===== config.mk =====
export PLATFORM = sky130hd
export DESIGN_NAME = ifetch_queue
export DESIGN_NICKNAME = d
export VERILOG_FILES = /design/src/rtl/ifetch_queue.sv
export SDC_FILE = /design/constraint.sdc
export NUM_CORES = 1
export LEC_CHECK = 0
export BUFFER_PORTS_ARGS = -buffer_cell sky130_fd_sc_hd__buf_4
export CAP_MARGIN = 15
export CORE_ASPECT_RATIO = 0.5
export CORE_MARGIN = 2
export CORE_UTILIZATION = 40
export CTS_BUF_LIST = sky130_fd_sc_hd__clkbuf_8
export DETAILED_ROUTE_END_ITERATION = 6
export SYNTH_ARGS = -nofsm -noshare
export SYNTH_HDL_FRONTEND = slang
export SYNTH_SLANG_ARGS = --single-unit

===== constraint.sdc =====
create_clock -name clk -period 4.48 [get_ports clk]
set_clock_uncertainty 0.2 [all_clocks]
set_input_delay 0.672 -clock clk [delete_from_list [all_inputs] [get_ports clk]]
set_output_delay 0.672 -clock clk [all_outputs]
set_load 0.02 [all_outputs]

===== src/rtl/ifetch_queue.sv =====
// Instruction fetch queue: issues one-at-a-time word fetches to instruction memory and
// buffers returned {instr, pc+4} pairs in a small circular FIFO feeding the IF/ID register.
module ifetch_queue #(
  parameter int          DEPTH    = 4,
  parameter logic [31:0] RESET_PC = 32'h0000_0000
) (
  input  logic        clk,
  input  logic        reset,
  output logic        imem_req,
  output logic [31:0] imem_addr,
  input  logic        imem_ack,
  input  logic [31:0] imem_data,
  input  logic        redirect,
  input  logic [31:0] redirect_pc,
  input  logic        id_stall,
  output logic        out_valid,
  output logic [31:0] out_instr,
  output logic [31:0] out_pc4
);

  localparam int PTR_W = $clog2(DEPTH);
  localparam int CNT_W = PTR_W + 1;
  localparam logic [CNT_W-1:0] DEPTH_C    = CNT_W'(DEPTH);
  localparam logic [CNT_W-1:0] CNT_ONE    = 1;
  localparam logic [PTR_W-1:0] PTR_ONE    = 1;
  localparam logic [31:0]      RESET_ADDR = {RESET_PC[31:2], 2'b00};

  typedef enum logic {FETCH, FLUSH} state_t;

  state_t            state_reg, state_next;
  logic              req_reg, req_next;
  logic [31:0]       addr_reg, addr_next;
  logic [31:0]       target_reg, target_next;
  logic [PTR_W-1:0]  rd_ptr_reg, rd_ptr_next;
  logic [PTR_W-1:0]  wr_ptr_reg, wr_ptr_next;
  logic [CNT_W-1:0]  count_reg, count_next;

  logic [31:0] instr_mem [DEPTH];
  logic [31:0] pc4_mem   [DEPTH];

  logic        ack_live;
  logic        push;
  logic        pop;
  logic [31:0] addr_plus4;
  logic [31:0] redirect_aligned;

  assign ack_live         = req_reg & imem_ack;
  assign addr_plus4       = addr_reg + 32'd4;
  assign redirect_aligned = {redirect_pc[31:2], 2'b00};

  // Redirect overrides both queue operations; responses during FLUSH are dropped.
  assign push = ack_live & (state_reg == FETCH) & ~redirect;
  assign pop  = out_valid & ~id_stall & ~redirect;

  always_comb begin
    state_next  = state_reg;
    req_next    = req_reg;
    addr_next   = addr_reg;
    target_next = target_reg;
    rd_ptr_next = rd_ptr_reg;
    wr_ptr_next = wr_ptr_reg;
    count_next  = count_reg;

    if (push) wr_ptr_next = wr_ptr_reg + PTR_ONE;
    if (pop)  rd_ptr_next = rd_ptr_reg + PTR_ONE;
    case ({push, pop})
      2'b10:   count_next = count_reg + CNT_ONE;
      2'b01:   count_next = count_reg - CNT_ONE;
      default: count_next = count_reg;
    endcase

    if (redirect) begin
      count_next  = '0;
      rd_ptr_next = '0;
      wr_ptr_next = '0;
    end

    case (state_reg)
      FETCH: begin
        if (redirect) begin
          if (req_reg && !imem_ack) begin
            // Old request must still complete before the target can be issued.
            state_next  = FLUSH;
            target_next = redirect_aligned;
          end else begin
            addr_next = redirect_aligned;
            req_next  = 1'b1;
          end
        end else if (ack_live) begin
          addr_next = addr_plus4;
          req_next  = (count_next < DEPTH_C);
        end else if (!req_reg) begin
          req_next = (count_next < DEPTH_C);
        end
      end
      FLUSH: begin
        if (imem_ack) begin
          state_next = FETCH;
          addr_next  = redirect ? redirect_aligned : target_reg;
          req_next   = 1'b1;
        end else if (redirect) begin
          target_next = redirect_aligned;
        end
      end
      default: state_next = FETCH;
    endcase
  end

  always_ff @(posedge clk) begin
    if (reset) begin
      state_reg  <= FETCH;
      req_reg    <= 1'b0;
      addr_reg   <= RESET_ADDR;
      target_reg <= RESET_ADDR;
      rd_ptr_reg <= '0;
      wr_ptr_reg <= '0;
      count_reg  <= '0;
    end else begin
      state_reg  <= state_next;
      req_reg    <= req_next;
      addr_reg   <= addr_next;
      target_reg <= target_next;
      rd_ptr_reg <= rd_ptr_next;
      wr_ptr_reg <= wr_ptr_next;
      count_reg  <= count_next;
    end
  end

  // Entry storage needs no reset; validity is tracked by count_reg alone.
  always_ff @(posedge clk) begin
    if (push) begin
      instr_mem[wr_ptr_reg] <= imem_data;
      pc4_mem[wr_ptr_reg]   <= addr_plus4;
    end
  end

  assign imem_req  = req_reg;
  assign imem_addr = addr_reg;
  assign out_valid = (count_reg != '0);
  assign out_instr = out_valid ? instr_mem[rd_ptr_reg] : 32'h0;
  assign out_pc4   = out_valid ? pc4_mem[rd_ptr_reg]   : 32'h0;

endmodule


==> results of run 1 <==
==> placed cells by master (no fill, tap or decap), types with 5 or more instances in the layout <==
cell | netlist | layout
sky130_fd_sc_hd__a21oi_1 | 57 | 57
sky130_fd_sc_hd__a31oi_1 | 5 | 5
sky130_fd_sc_hd__a32o_1 | 6 | 6
sky130_fd_sc_hd__and2_1 | 70 | 66
sky130_fd_sc_hd__and3_1 | 18 | 18
sky130_fd_sc_hd__buf_4 | 2 | 178
sky130_fd_sc_hd__bufinv_16 | 0 | 5
sky130_fd_sc_hd__clkbuf_8 | 0 | 52
sky130_fd_sc_hd__clkinv_1 | 1 | 14
sky130_fd_sc_hd__dfxtp_1 | 75 | 73
sky130_fd_sc_hd__edfxtp_1 | 256 | 256
sky130_fd_sc_hd__ha_1 | 6 | 6
sky130_fd_sc_hd__inv_1 | 16 | 30
sky130_fd_sc_hd__mux2i_1 | 8 | 8
sky130_fd_sc_hd__mux4_2 | 64 | 64
sky130_fd_sc_hd__nand2_1 | 96 | 96
sky130_fd_sc_hd__nand3_1 | 17 | 17
sky130_fd_sc_hd__nand4_1 | 8 | 8
sky130_fd_sc_hd__nor2_1 | 34 | 34
sky130_fd_sc_hd__nor3_1 | 8 | 7
sky130_fd_sc_hd__nor4_1 | 6 | 6
sky130_fd_sc_hd__o211ai_1 | 9 | 9
sky130_fd_sc_hd__o21ai_0 | 25 | 25
sky130_fd_sc_hd__o22ai_1 | 6 | 6
sky130_fd_sc_hd__o31a_1 | 5 | 5
sky130_fd_sc_hd__o31ai_1 | 8 | 8
sky130_fd_sc_hd__xnor2_1 | 23 | 23
sky130_fd_sc_hd__xor2_1 | 9 | 9
==> power by group <==
group	switching [mW]	internal [mW]	leakage [nW]	total, mW
sequential	0.0605	3.37	2.96	3.43
clock	1.15	1.37	0.552	2.52
combinational	0.241	0.165	2.28	0.406
==> layout make-up <==
type / count / area [sq um] / share of cell area
Sequential cell: 331 / 9194 / 0.5549
Multi-Input combinational cell: 540 / 4319 / 0.2607
Clock inverter: 39 / 296.5 / 0.01790
Clock buffer: 52 / 715.7 / 0.04320
Timing Repair Buffer: 182 / 1416 / 0.08549
Inverter: 17 / 63.81 / 0.003851
Tap cell: 450 / 563.0 / 0.03398
==> stage by stage <==
step / cells / setup slack (ns) / hold WS [ns] / power (mW)
3_5_place_dp: 1520 / 1.379 / 0.2464 / 3.901
5_1_grt: 1611 / 0.7463 / 0.06155 / 6.588
4_1_cts: 1611 / 0.8396 / 0.05255 / 6.420
6_report: 1611 / 0.9612 / 0.1031 / 6.354
2_1_floorplan: 953 / 0.7612 / 0.2312 / 3.699
3_3_place_gp: 1520 / 1.361 / 0.2375 / 3.886
==> per-layer routing <==
| layer | track usage | up-vias | wire length, um |
|---|---|---|---|
| met2 | 0.3071 | 223 | 16320 |
| met3 | 0.03362 | 50 | 1605 |
| li1 | - | 3975 | - |
| met4 | 0.05400 | 0 | 650 |
| met5 | 0 | - | 0 |
| met1 | 0.2424 | 4382 | 14330 |
==> logic make-up after synthesis <==
family | after synthesis | synth area share
flops | 331 | 0.6650
simple gates | 277 | 0.1035
compound gates | 151 | 0.06981
buf+inv | 82 | 0.02363
mux | 73 | 0.1109
xor+xnor | 32 | 0.02028
fa+ha+maj | 7 | 0.006881
==> worst max-delay path by stage <==
| stage | endpoint | slack, ns | cells after the start |
|---|---|---|---|
| after floorplan | instr_mem[1][0]$_DFFE_PP_ | 0.76 | 5 |
| after global placement | imem_req$_SDFFE_PP0P_ | 1.36 | 10 |
| after detailed placement | imem_req$_SDFFE_PP0P_ | 1.38 | 11 |
| after CTS | out_instr[11] | 0.84 | 4 |
| after global routing | out_instr[11] | 0.75 | 4 |
| final | out_instr[11] | 0.96 | 4 |
==> results list, run 1 <==
- Mapped Avg Cell Area: 14.50 sq um
- Utilization of the core after routing: 0.4840
- Primary flip-flop cell chosen by synthesis mapping: sky130_fd_sc_hd__edfxtp_1
* Placeable core region: 34230 sq um
* Via total after detailed routing: 8630
- The detail route stage leaves a number of antenna-violating nets equal to 0.
- Die span in y: 135.4 um
* Total global routing overflow: 0
- At the pin with the least slew margin, the transition time is 0.8736 ns.
- The path with the worst hold slack has its endpoint at instr_mem[3][17]$_DFFE_PP_.
* Worst r2r src: count_reg[0]$_SDFFE_PP0N_
* Synth warnings: 0
- The area growth from synthesis to layout is 19.90%.
* Quantity of hold-fixing buffers added after cts: 0
* Die Area: 36140 sq um
- Synthesis produced 953 cells.
- Drt first-iter violations: 659
* Remaining design rule violation count: 0
* Required arrival time at the worst endpoint: 3.61 ns
- Worst Setup Start Kind: register
* Maximum number of pins on one net before global-route repair: 67
* Post-synth top area cell: sky130_fd_sc_hd__edfxtp_1
* Average wire per cell in the routed design: 20.42 um
- Pin placement for this block handled 167 I/O pins.
* TritonCTS clock tree: yes
- The initial utilization of the core area, before any placement, comes to 0.4037.
* CP Max Fanout: 37
- Via-to-Cell Ratio: 5.357
- The tool flagged a number of max-cap violations equal to 0.
- The filler cells instantiated in the layout total 2988.
- The first global-routing pass estimated 50180 um of wire.
- For this run, asynchronously set or reset flops after synthesis account for 0.
* Number of storage elements in the synthesis netlist: 331
* Delay-heaviest family, CP: flip-flops
* FP Rows: 48
* Final-stage net count: 1197
- In this run the worst hold path is classified as primary input to register.
- Register clock-pin slew on the reported worst setup and hold paths: 0.06 ns
* Achievable Freq: 284.2 MHz
* Clock Tree Root: sky130_fd_sc_hd__clkbuf_8
- The endpoint identified for the worst register-to-register timing path is imem_req$_SDFFE_PP0P_.
- For the worst flop-to-flop path, the logic depth is 10.
* Data arrival time of the worst path: 2.65 ns
- In the final layout, the registers with the most flip-flops are instr_mem: 128 flops, pc4_mem: 128 flops.
- For this design the ratio of total power to cell area is 383.5 nW/um^2.
- Cts bufs inserted: 49
- Critical path, cell by cell: buf_12, mux4_2, and2_1, buf_4
- Total Neg Setup Slack: 0 ns
- The tree built by TritonCTS fans out to 331 sinks.
- Critical-path top delay cell: sky130_fd_sc_hd__dfxtp_4
* Level count of the clock H-tree: 2
* Part of the cycle the worst path needs: 0.7854
* Total of buffers placed on input and output ports: 164
- By instance count, the leading cell after synthesis is sky130_fd_sc_hd__edfxtp_1.
- Critical Path Sink Type: output pin
- Final critical delay including setup and external delays: 3.519 ns
* Mapped Area: 13820 sq um
- Leading post-synthesis cells by cell area: sky130_fd_sc_hd__edfxtp_1 (56%), sky130_fd_sc_hd__dfxtp_1 (11%), sky130_fd_sc_hd__mux4_2 (10%), sky130_fd_sc_hd__and2_1 (3.2%), sky130_fd_sc_hd__nand2_1 (2.6%)
* Number of max-slew violations in the final report: 0
- Reg-to-reg slack, setup: 1.40 ns
- EDFF count, synth: 256
* Peak ir drop on the vdd network: 0.1598 mV
- Buffers plus inverters on the worst setup path: 2
* Final estimated routing congestion in global placement: 0.8751
* Critical path start-end classification: register to output pin
- Fraction of the yosys area taken by sequential cells: 0.6650
* Clock buffer depth: 3
* Antenna Cells: 0
* Leading cell types by count after synthesis: sky130_fd_sc_hd__edfxtp_1 (256), sky130_fd_sc_hd__nand2_1 (96), sky130_fd_sc_hd__dfxtp_1 (75)
- Synthesis produced a netlist with a net count of 1029.
* Final Routed Wirelength: 32900 um
* Worst relative slew slack: 0.4168
- Fin area: 16570 sq um
- The count of final hold-check violations came to 0.
- Initial antenna violation count: 0
- Setup repair after global routing left no endpoint under its margin.
- Counting instances, the worst hold path has a depth of 1.
- Setup violations remaining at the end of the flow were counted as 0.
- # resized after CTS: 0
- Yosys cell types: 58
* Share of Yosys cell area claimed by the top area cell type: 0.5563
* Leakage component of the power: 5.789 nW
* Status: finished clean
* Overall fraction of global-route tracks in use: 0.1821
- Area after DPL: 15560 sq um
- HPWL after detailed placement: 20870 um
* First-pass DRT Iterations: 5
- In the final layout, the share of cells above drive strength 1 is 0.2817.
* Number of global-route vias before repair: 8803
* Startpoint of the lowest-slack hold path: imem_data[17]
- X dimension of the die: 266.9 um
- The later pin in the worst-skew pair is clocked with a latency of 0.59 ns.
- In this design, the stage delay of the slowest critical-path cell is 0.75 ns.
- Buffers added to address setup during post-CTS repair amount to 0.
Power figures use the tool's default switching activity.
==> inputs of run 2 (changes only) <==
clock period = 3.1 ns   (was 4.48 ns; I/O delays follow)
==> results list, run 2 (synthesis gave the netlist of run 1 again) <==
* Status: finished clean
- Data arrival time of the worst path: 2.24 ns
- STA puts the critical path data required time at 2.43 ns.
* FP Rows: 48
- Level count of the clock H-tree: 2
* Buffers plus inverters on the worst setup path: 2
- Worst Max-Slew Pin Slew: 0.7001 ns
* Fraction of layout cells with a size suffix above 1: 0.2728
- Dividing the detail-routed wire length by the instance count gives 20.08 um.
- The setup check on the worst reg-to-reg path leaves a slack of 0.27 ns.
- Ratio of total power to cell area: 511.9 nW/um^2
- Worst relative slew slack: 0.5289
- For the final routed database, the setup TNS stands at 0 ns.
- The kind of cell with the highest combined delay along the critical path is simple AND/OR/NAND/NOR gates.
* Signed area change from the synthesized netlist to the final layout: 24.65%
- Drt first-iter violations: 599
- The worst setup path is launched from a register.
- Number of endpoints failing setup at the final stage: 0
- Fill cells in the final layout number 2975.
- Layout Cells excl Fill: 1689
- The initial utilization of the core area, before any placement, comes to 0.4037.
* # resized after CTS: 0
* Maximum number of pins on one net before global-route repair: 66
- For this design the static power due to leakage is 6.106 nW.
* Register clock-pin slew on the reported worst setup and hold paths: 0.07 ns
- Wire length of the first global-routing pass: 51310 um
* Total global routing overflow: 0
* Sinks on the clock net: 331
- Final estimated routing congestion in global placement: 0.8561
- First-pass DRT Iterations: 5
- CP peak stage delay: 0.49 ns
* Most used cells in the layout excluding fill and tap cells: sky130_fd_sc_hd__edfxtp_1 (256), sky130_fd_sc_hd__buf_4 (194), sky130_fd_sc_hd__nand2_1 (96), sky130_fd_sc_hd__dfxtp_1 (73), sky130_fd_sc_hd__and2_1 (66)
- Initial antenna violation count: 0
* Die Area: 36140 sq um
- Via-to-Cell Ratio: 5.266
* Most frequent standard cell in the layout excluding fill and tap cells: sky130_fd_sc_hd__edfxtp_1
- Wires add up to 33920 um.
- Overall fraction of global-route tracks in use: 0.1863
- Final critical delay including setup and external delays: 2.900 ns
* Number of top-level design ports: 167
- Path category of the worst min-delay check: primary input to register
- Clock buffer depth: 3
* Cts bufs inserted: 48
- Across the run, the number of max-cap violations was 0.
* TritonCTS clock tree: yes
- After the last flow step, the layout net total stands at 1278.
* Critical path, cell by cell: or3_2, buf_4, and2_1, buf_4
- The tree is rooted in a sky130_fd_sc_hd__clkbuf_8.
- The worst-case IR drop observed on VDD is 0.2218 mV.
- The number of antenna diodes in the final layout is 0.
* Via total after detailed routing: 8895
* Top flop regs: instr_mem: 128 flops, pc4_mem: 128 flops
- In this run the vertical extent of the chip is 135.4 um.
- Remaining design rule violation count: 0
- Among the stages of the critical path, the cell type that occurs most often is sky130_fd_sc_hd__buf_4.
- The clock reaches the later pin of the worst-skew pair after 0.58 ns.
- Number of global-route vias before repair: 9018
- After clock tree synthesis, the setup repair step added 0 buffers.
* Quantity of hold-fixing buffers added after cts: 63
- Summing all flip-flop and latch instances after layout gives 9194 sq um.
- The count of final hold-check violations is 0.
- Detailed placement finished with a half-perimeter wire length of 21520 um.
- Post-Place Cells: 1539
- Multi-input gate area: 4319 sq um
- Of all nets on the critical path, the largest fanout is 65.
- The largest individual stage delay along the critical path comes from the cell sky130_fd_sc_hd__or3_2.
- Part of the cycle the worst path needs: 0.9355
- Total of buffers placed on input and output ports: 164
- Number of max-slew violations in the final report: 0
- The worst setup path is of the register to output pin kind.
* Area after DPL: 15740 sq um
- Once detail routing completed, the nets flagged for antenna violations numbered 0.
* Achievable Freq: 344.8 MHz
- Setup repair after global routing left no endpoint under its margin.
- Placeable core region: 34230 sq um
* Fin area: 17220 sq um
- The die is 266.9 um wide.
- STA classifies the critical path endpoint as an output pin.
run 2: routing by layer:
layer  up-vias  wire [um]  GRT usage
li1       4130          -          -
met5         -          0          0
met4         0        689    0.05493
met1      4491      15100     0.2541
met2       218      16410     0.3069
met3        56       1722    0.03471
run 2: power breakdown:
group | internal [mW] | total (mW) | switching, mW | leakage [nW]
combinational | 0.301 | 0.679 | 0.378 | 2.65
clock | 1.55 | 3.19 | 1.63 | 0.511
sequential | 4.87 | 4.95 | 0.0811 | 2.95
run 2: metrics by stage:
stage	power [mW]	util	worst slack, ns	hold slack [ns]
after floorplan	5.345	-	0.2502	0.2312
after global placement	5.638	0.4597	0.4364	0.2374
after detailed placement	5.655	0.4597	0.3509	0.2424
after CTS	8.912	0.5031	0.1451	0.06725
after global routing	9.150	0.5031	0.08389	0.07869
final	8.816	0.5031	0.1999	0.1021
run 2: path summary, 6_finish.rpt:
path | startpoint | end | cells past startpoint
setup / recovery | count_reg[0]$_SDFFE_PP0N_ | out_pc4[19] | 4
hold / removal | reset | target_reg[29]$_SDFFE_PP0P_ | 2
setup reg to reg | imem_addr[2]$_SDFFE_PP0P_ | pc4_mem[1][31]$_DFFE_PP_ | 4
hold reg to reg | target_reg[22]$_SDFFE_PP0P_ | target_reg[22]$_SDFFE_PP0P_ | 2
run 2: layout make-up:
cell class,count,share of cell area
multi-input combinational,540,0.2508
tap,450,0.03269
timing repair buffer,264,0.1293
sequential,331,0.5338
clock buffer,49,0.03915
inverter,17,0.003705
clock inverter,38,0.01061
run 2: worst reg2reg max path, delay by kind of cell (launching register included):
kind,cells,cell delay (ns)
and+or+nand+nor,3,1.43
xor gates and xnor gates,1,0.47
DFF,1,0.46
